### src/rtl/alu_mc.sv
// alu_mc: multi-cycle ALU with valid/ready handshakes, bit-serial shifts and an optional multiplier.
// Define ALU_MUL_EN to build opcode 1011 as a WIDTH-cycle shift-add multiply.
module alu_mc #(
  parameter int WIDTH   = 32,
  parameter int SHAMT_W = $clog2(WIDTH)
) (
  input  logic             clk,
  input  logic             resetn,
  input  logic             in_valid,
  output logic             in_ready,
  input  logic [WIDTH-1:0] a_in,
  input  logic [WIDTH-1:0] b_in,
  input  logic [3:0]       ALUControl,
  output logic             out_valid,
  input  logic             out_ready,
  output logic [WIDTH-1:0] ALUResult,
  output logic             Z,
  output logic             busy
);

  localparam logic [1:0] IDLE = 2'd0;
  localparam logic [1:0] EXEC = 2'd1;
  localparam logic [1:0] DONE = 2'd2;

  localparam logic [3:0] OP_ADD  = 4'b0000;
  localparam logic [3:0] OP_SUB  = 4'b0001;
  localparam logic [3:0] OP_AND  = 4'b0010;
  localparam logic [3:0] OP_XOR  = 4'b0011;
  localparam logic [3:0] OP_SLT  = 4'b0101;
  localparam logic [3:0] OP_OR   = 4'b0110;
  localparam logic [3:0] OP_SLL  = 4'b0111;
  localparam logic [3:0] OP_SRL  = 4'b1000;
  localparam logic [3:0] OP_SRA  = 4'b1001;
  localparam logic [3:0] OP_SLTU = 4'b1010;

  localparam logic [WIDTH-1:0] PATTERN = {(WIDTH/2){2'b01}};

  logic [1:0]         state_q, state_d;
  logic [WIDTH-1:0]   opA_q, opA_d;
  logic [WIDTH-1:0]   opB_q, opB_d;
  logic [3:0]         op_q, op_d;
  logic [SHAMT_W-1:0] cnt_q, cnt_d;
  logic [WIDTH-1:0]   result_q, result_d;
  logic               zero_q, zero_d;
  logic               isShift;
  logic [WIDTH-1:0]   simpleResult;

`ifdef ALU_MUL_EN
  localparam logic [3:0] OP_MUL = 4'b1011;
  logic [WIDTH-1:0] acc_q, acc_d, accNext;
  logic             isMul, isMulIn;

  assign isMul   = (op_q == OP_MUL);
  assign isMulIn = (ALUControl == OP_MUL);
  assign accNext = acc_q + (opB_q[0] ? opA_q : '0);
`endif

  assign isShift = (op_q == OP_SLL) || (op_q == OP_SRL) || (op_q == OP_SRA);

  // Shift ops have already been stepped into opA_q by the time they reach this mux.
  always_comb begin
    simpleResult = PATTERN;
    case (op_q)
      OP_ADD:  simpleResult = opA_q + opB_q;
      OP_SUB:  simpleResult = opA_q + ~opB_q + WIDTH'(1);
      OP_AND:  simpleResult = opA_q & opB_q;
      OP_XOR:  simpleResult = opA_q ^ opB_q;
      OP_SLT:  simpleResult = {{(WIDTH-1){1'b0}}, ($signed(opA_q) < $signed(opB_q))};
      OP_OR:   simpleResult = opA_q | opB_q;
      OP_SLL, OP_SRL, OP_SRA: simpleResult = opA_q;
      OP_SLTU: simpleResult = {{(WIDTH-1){1'b0}}, (opA_q < opB_q)};
      default: simpleResult = PATTERN;
    endcase
  end

  always_comb begin
    state_d  = state_q;
    opA_d    = opA_q;
    opB_d    = opB_q;
    op_d     = op_q;
    cnt_d    = cnt_q;
    result_d = result_q;
    zero_d   = zero_q;
`ifdef ALU_MUL_EN
    acc_d    = acc_q;
`endif
    case (state_q)
      IDLE: begin
        if (in_valid) begin
          opA_d   = a_in;
          opB_d   = b_in;
          op_d    = ALUControl;
          cnt_d   = b_in[SHAMT_W-1:0];
          state_d = EXEC;
`ifdef ALU_MUL_EN
          acc_d   = '0;
          if (isMulIn) cnt_d = SHAMT_W'(WIDTH-1);
`endif
        end
      end
      EXEC: begin
`ifdef ALU_MUL_EN
        if (isMul) begin
          acc_d = accNext;
          opA_d = opA_q << 1;
          opB_d = opB_q >> 1;
          cnt_d = cnt_q - SHAMT_W'(1);
          if (cnt_q == '0) begin
            result_d = accNext;
            zero_d   = (accNext == '0);
            state_d  = DONE;
          end
        end else
`endif
        if (isShift && (cnt_q != '0)) begin
          case (op_q)
            OP_SLL:  opA_d = opA_q << 1;
            OP_SRL:  opA_d = opA_q >> 1;
            default: opA_d = {opA_q[WIDTH-1], opA_q[WIDTH-1:1]};
          endcase
          cnt_d = cnt_q - SHAMT_W'(1);
        end else begin
          result_d = simpleResult;
          zero_d   = (simpleResult == '0);
          state_d  = DONE;
        end
      end
      DONE: begin
        if (out_ready) state_d = IDLE;
      end
      default: state_d = IDLE;
    endcase
  end

  always_ff @(posedge clk) begin
    if (!resetn) begin
      state_q  <= IDLE;
      opA_q    <= '0;
      opB_q    <= '0;
      op_q     <= '0;
      cnt_q    <= '0;
      result_q <= '0;
      zero_q   <= 1'b1;
`ifdef ALU_MUL_EN
      acc_q    <= '0;
`endif
    end else begin
      state_q  <= state_d;
      opA_q    <= opA_d;
      opB_q    <= opB_d;
      op_q     <= op_d;
      cnt_q    <= cnt_d;
      result_q <= result_d;
      zero_q   <= zero_d;
`ifdef ALU_MUL_EN
      acc_q    <= acc_d;
`endif
    end
  end

  assign in_ready  = (state_q == IDLE);
  assign out_valid = (state_q == DONE);
  assign busy      = (state_q != IDLE);
  assign ALUResult = result_q;
  assign Z         = zero_q;

endmodule
### config.mk
export PLATFORM = sky130hd
export DESIGN_NAME = alu_mc
export DESIGN_NICKNAME = d
export VERILOG_FILES = /design/src/rtl/alu_mc.sv
export SDC_FILE = /design/constraint.sdc
export NUM_CORES = 1
export LEC_CHECK = 0
export ABC_AREA = 1
export CAP_MARGIN = 15
export CORE_ASPECT_RATIO = 1.4
export CORE_MARGIN = 2
export CORE_UTILIZATION = 40
export CTS_CLUSTER_DIAMETER = 120
export DETAILED_ROUTE_END_ITERATION = 6
export SYNTH_ARGS = -nofsm -noshare
export SYNTH_HDL_FRONTEND = slang
export SYNTH_SLANG_ARGS = --single-unit
### constraint.sdc
create_clock -name clk -period 2.45 [get_ports clk]
set_input_delay 0.245 -clock clk [delete_from_list [all_inputs] [get_ports clk]]
set_output_delay 0.245 -clock clk [all_outputs]
set_load 0.005 [all_outputs]
==> results.cfg, run 1 <==
[run_status]
status = complete, but fails checks
violations = setup timing

[global_route]
gr-total-overflow = 0
grt_pass1_wl_um = 74700
grt_start_max_net_pins = 73
grt_pass1_vias = 14000
antenna_found_initial = 0
grt_use_total_pct = 32.6

[logic_synthesis]
ys_ff_latch = 108
synth_edf_count = 0
syn_nets = 2123
syn_area_per_cell_sq_um = 5.77
synthTopCellsByCount = 506 x nand2_1, 312 x inv_1, 191 x nor2_1
netlist.area_leader.share_pct = 19.3
ys_types = 42
ys_seq_area_share_pct = 19.3
synth_area_leader_cell = dfxtp_1
synth_warnings = 0
synth_area_leaders = dfxtp_1 19%, nand2_1 17%, ha_1 12%
syn_inst = 1939
yosys_most_used_dff = dfxtp_1
synth_area_sq_mm = 0.0112
synthArstFlopShare_pct = 0
synth_most_common_cell = nand2_1

[clock_network]
clkLatencyLatePin_ns = 0.40
clkTransAtPathRegs_ns = 0.09
clockBufferDepth = 2
numCtsBuffers = 9
cts-hold-fix-buffers = 0
cts_tree = yes
cts.sinks = 108
htreeDepth = 3
root_buffer = clkbuf_16

[layout]
drive_gt1_share_pct = 27.1
areaGrowthSynthToFinish_pct = 46.6
fin_nets = 2492
fin_util_pct = 59.5
fill_cells = 2817
n_antenna_cell = 0
design_area_sq_mm = 0.0164

[placement]
postPlaceCellArea_sq_mm = 0.0148
port_buffers = 107
dpl.hpwl_um = 38700
gp_congestion = 0.978

[power]
powerDensity_mw_per_mm2 = 573
leakage_nw = 8.16
peakVddDrop_uv = 395

[floorplanning]
die-area_sq_mm = 0.0293
die_h_um = 202
start_util_pct = 40.6
fp-row-count = 72
ios = 108
die_w_um = 145
core_sq_mm = 0.0276

[routing]
postRouteAntennaNets = 0
drc_errors = 0
vias = 14000
wirelength_um = 48600
viasPerCell = 5.23
drt_iter0_markers = 801
first_pass_iters = 5
post_drt_wl_per_cell_um = 18.1

[timing]
rsz0062_at_grt = true
finalSetupViolCount = 2
slew_headroom_pct = 46.0
fin_worst_skew_ns = 0.0219
slew_violations = 0
fmaxAchievable_mhz = 402
final-hold-violation-count = 0
fin_ws_ns = -0.0356
min_period_over_period_pct = 101
period_needed_ns = 2.49
worstMarginPinSlew_ns = 0.810

[worst_setup_path]
crit_required_ns = 2.74
crit_arrival_ns = 2.77
crit_type = register to register
r2r_slack_ns = -0.04
cp-end-kind = register
rr_endpoint = ALUResult[4]$_SDFFE_PN0P_
rr_worst_depth = 16
r2r-start = opA_q[0]$_SDFFE_PN0P_
worstSetupStartpointType = register
crit_fanout = 4

[min_path]
holdCritPathClass = input pin to register
min_to = opA_q[5]$_SDFFE_PN0P_
min_path_cells = 3
hold_start = resetn

[job]
drv_cap = 0
[flip-flops by register name, indices dropped and copies added, names as in the netlist]
name and flops:
state_q 2, op_q 4, ALUResult 32, cnt_q 5, opB_q 32, opA_q 32
Z 1
[worst max-delay path, cell delays in order (launching register included)]
cell and delay, ns:
dfxtp_4 0.39, inv_4 0.04, ha_4 0.16, fa_2 0.37, inv_2 0.08, nand2_4 0.06, nand2_4 0.11, nand3_2 0.07
nand3_2 0.07, nand4_1 0.21, buf_4 0.21, buf_4 0.13, buf_4 0.12, buf_4 0.12, buf_4 0.12, nor2_1 0.09
nor2_1 0.04
[per-stage QoR]
step / TNS [ns] / cells / hold slack [ns] / power, mW / worst slack [ns]
after floorplan: 0 / 1939 / 0.406 / 4.56 / 0.212
after global placement: -1.80 / 2647 / 0.488 / 6.98 / -0.375
after detailed placement: -2.14 / 2647 / 0.488 / 7.00 / -0.362
after CTS: -0.0422 / 2672 / 0.346 / 8.97 / -0.0422
after global routing: -1.12 / 2683 / 0.404 / 9.97 / -0.188
final: -0.0510 / 2683 / 0.370 / 9.40 / -0.0356
[routing by layer]
layer | vias to the layer above | global-route usage [%] | wire, um
met3 | 144 | 3.18 | 1720
met4 | 0 | 18.5 | 3040
met2 | 392 | 62.5 | 25400
met1 | 6547 | 34.5 | 18400
met5 | - | 0 | 0
li1 | 6953 | - | -
[logic make-up after synthesis]
logic type,count (synthesis),share of synthesized area (%)
fa+ha+maj,112,12.7
buf+inv,410,14.6
compound gates,394,19.7
simple gates,915,33.7
flops,108,19.3
[cell type report]
| class | count | area [sq um] | area share, % |
|---|---|---|---|
| multi-input cells | 1421 | 8470 | 51.7 |
| flip-flops and latches | 108 | 2190 | 13.3 |
| clock inverters | 6 | 67.6 | 0.412 |
| inverters | 326 | 1230 | 7.48 |
| well taps | 370 | 463 | 2.82 |
| clock buffers | 10 | 239 | 1.46 |
| repair buffers | 442 | 3750 | 22.8 |
[how the worst max path moves through the flow]
stage,endpoint,startpoint
2_1_floorplan,ALUResult[30]$_SDFFE_PN0P_,opA_q[0]$_SDFFE_PN0P_
3_3_place_gp,Z$_SDFFE_PN1P_,opA_q[0]$_SDFFE_PN0P_
3_5_place_dp,Z$_SDFFE_PN1P_,opA_q[0]$_SDFFE_PN0P_
4_1_cts,Z$_SDFFE_PN1P_,opA_q[26]$_SDFFE_PN0P_
5_1_grt,Z$_SDFFE_PN1P_,opA_q[22]$_SDFFE_PN0P_
6_report,ALUResult[4]$_SDFFE_PN0P_,opA_q[0]$_SDFFE_PN0P_
[timing repair]
item | CTS | global route
resized for setup | 129 | 165
endpoints found under the hold margin | 0 | 0
pin swaps | 29 | 62
buffers inserted | 9 | 11
endpoints found under the setup margin | 21 | 25
gates cloned | 0 | 0
[power by group]
| group | leakage [nW] | switching [mW] | internal (mW) |
|---|---|---|---|
| clock | 0.149 | 0.865 | 0.749 |
| combinational | 7.11 | 3.27 | 2.47 |
| sequential | 0.898 | 0.113 | 1.94 |
[placed cells by master (no fill, tap or decap), types with 5 or more instances in the layout]
| cell | count |
|---|---|
| nand2_1 | 443 |
| buf_4 | 319 |
| inv_1 | 295 |
| o21ai_0 | 146 |
| nor2_1 | 145 |
| nand3_1 | 129 |
| a21oi_1 | 116 |
| clkdlybuf4s50_1 | 106 |
| dfxtp_1 | 92 |
| ha_1 | 78 |
| nand2_2 | 59 |
| nor2_2 | 39 |
| a31oi_1 | 33 |
| inv_2 | 30 |
| o22ai_1 | 27 |
| ha_4 | 27 |
| nand3_2 | 26 |
| nor2_4 | 18 |
| a21oi_2 | 16 |
| nor3_1 | 16 |
| dfxtp_2 | 14 |
| nand4_1 | 12 |
| buf_12 | 12 |
| nand2_4 | 10 |
| nor3_2 | 10 |
| o211ai_1 | 10 |
| a221oi_1 | 9 |
| clkbuf_16 | 9 |
| a211oi_1 | 8 |
| o21bai_1 | 7 |
| ha_2 | 5 |
(Power assumes the default switching activity.)
==> run 2: changes to the inputs <==
--- a/config.mk
+++ b/config.mk
@@ -9,9 +9,10 @@
 export CAP_MARGIN = 15
 export CORE_ASPECT_RATIO = 1.4
 export CORE_MARGIN = 2
-export CORE_UTILIZATION = 40
+export CORE_UTILIZATION = 27
 export CTS_CLUSTER_DIAMETER = 120
 export DETAILED_ROUTE_END_ITERATION = 6
+export GPL_ROUTABILITY_DRIVEN = 0
 export SYNTH_ARGS = -nofsm -noshare
 export SYNTH_HDL_FRONTEND = slang
 export SYNTH_SLANG_ARGS = --single-unit
==> results.cfg, run 2 (synthesized netlist as in run 1, its figures left out) <==
[timing]
slew_violations = 0
finalSetupViolCount = 3
final.setup.tns_ns = -0.0487
period_needed_ns = 2.47
fmaxAchievable_mhz = 405
fin_worst_skew_ns = 0.0153
slew_headroom_pct = 55.6
final-hold-violation-count = 0
whs_ns = 0.296
rsz0062_at_grt = true
worstMarginPinSlew_ns = 0.666
min_period_over_period_pct = 101
fin_ws_ns = -0.0203

[floorplanning]
core_sq_mm = 0.0411
start_util_pct = 27.2
ios = 108
fp-row-count = 88
die_w_um = 176
die-area_sq_mm = 0.0431
die_h_um = 245

[routing]
first_pass_iters = 6
vias = 14200
viasPerCell = 5.09
postRouteAntennaNets = 0
wirelength_um = 48600
drt_iter0_markers = 1069
drc_errors = 0
post_drt_wl_per_cell_um = 17.4

[power]
comb_power_share_pct = 59.6
power_frac_seq_pct = 22.8
intPower_mw = 4.93
total_power_mw = 9.04
pwr-share-clk_pct = 17.7
p_sw_share_pct = 45.4
switchingPower_mw = 4.10
powerDensity_mw_per_mm2 = 568
peakVddDrop_uv = 353
leakage_nw = 7.84

[layout]
n_antenna_cell = 0
drive_gt1_share_pct = 22.5
areaGrowthSynthToFinish_pct = 42.1
final_cell_mix = 470 x nand2_1, 300 x inv_1, 269 x buf_4, 148 x nor2_1, 147 x o21ai_0
fin_nets = 2439
final_common_cell = nand2_1
design_area_sq_mm = 0.0159

[clock_network]
cts.sinks = 108
root_buffer = clkbuf_16
cts_tree = yes
cts-hold-fix-buffers = 0
clkLatencyLatePin_ns = 0.40
htreeDepth = 3
clockBufferDepth = 2
numCtsBuffers = 9
clkTransAtPathRegs_ns = 0.09

[worst_setup_path]
crit_fanout = 4
worstSetupStartpointType = register
cp-end-kind = register
crit_required_ns = 2.74
crit_type = register to register
crit_arrival_ns = 2.76

[global_route]
busiest_layer = met2
antenna_found_initial = 0
grt_pass1_vias = 14300
grt.met1_usage_pct = 21.9
grt_use_total_pct = 21.9
grt_pass1_wl_um = 74000
grt_start_max_net_pins = 86
gr-total-overflow = 0
met3_usage_pct = 3.11
grt_use_met2_pct = 40.0

[placement]
dp_slack_ns = -0.447
port_buffers = 107
dpl.hpwl_um = 37700
postPlaceCellArea_sq_mm = 0.0146

[min_path]
holdCritPathClass = input pin to register

[run_status]
status = complete, but fails checks
violations = setup timing

[job]
drv_cap = 0
-- run 2: final cells by class --
| type | count | area, sq um |
|---|---|---|
| Tap cell | 540 | 676 |
| Fill cell | 4353 | 25200 |
| Clock inverter | 6 | 65.1 |
| Clock buffer | 10 | 239 |
| Inverter | 326 | 1230 |
| Sequential cell | 108 | 2180 |
| Multi-Input combinational cell | 1421 | 8200 |
| Timing Repair Buffer | 389 | 3320 |
-- run 2: worst paths after layout --
| path | startpoint | end | slack [ns] | cells past startpoint |
|---|---|---|---|---|
| setup / recovery | opB_q[3]$_SDFFE_PN0P_ | ALUResult[4]$_SDFFE_PN0P_ | -0.02 | 17 |
| hold / removal | resetn | state_q[1]$_SDFFE_PN0P_ | 0.30 | 3 |
| setup reg to reg | opB_q[3]$_SDFFE_PN0P_ | ALUResult[4]$_SDFFE_PN0P_ | -0.02 | 17 |
| hold reg to reg | ALUResult[7]$_SDFFE_PN0P_ | ALUResult[7]$_SDFFE_PN0P_ | 0.51 | 2 |
-- run 2: through the flow --
stage               cells  util, %
global route         2800     38.7
detailed placement   2766     35.6
finish               2800     38.7
floorplan            1939        -
CTS                  2790     37.3
global placement     2766     35.6
-- run 2: power by group through the flow --
stage	combinational [mW]	sequential [mW]	clock, mW
detailed placement	4.66	2.09	0
CTS	4.90	2.05	1.64
finish	5.38	2.06	1.60
global route	5.82	2.08	1.69
global placement	4.62	2.08	0
floorplan	2.44	2.12	0
-- run 2: worst max-delay path, cell delays in order, from the launching register on --
cell	delay [ns]
dfxtp_2	0.34
inv_1	0.07
buf_4	0.14
ha_1	0.20
buf_4	0.16
nor2_4	0.13
nand2_4	0.09
nand2_1	0.06
nand2_1	0.04
nand3_1	0.07
nand4_1	0.22
buf_4	0.22
buf_4	0.12
buf_4	0.12
buf_4	0.12
buf_4	0.12
nor2_1	0.08
nor2_1	0.04
-- run 2: timing repair --
item | 4_1_cts | 5_1_grt
pin swaps | 25 | 30
buffers inserted | 9 | 10
gates resized for setup | 97 | 118
hold endpoints to repair | 0 | 0
setup endpoints to repair | 16 | 24
-- run 2: metal layers --
metal	vias to the layer above	part of all wire [%]
met3	201	5.5
li1	6850	-
met5	-	0
met4	0	8.3
met2	565	51
met1	6632	36
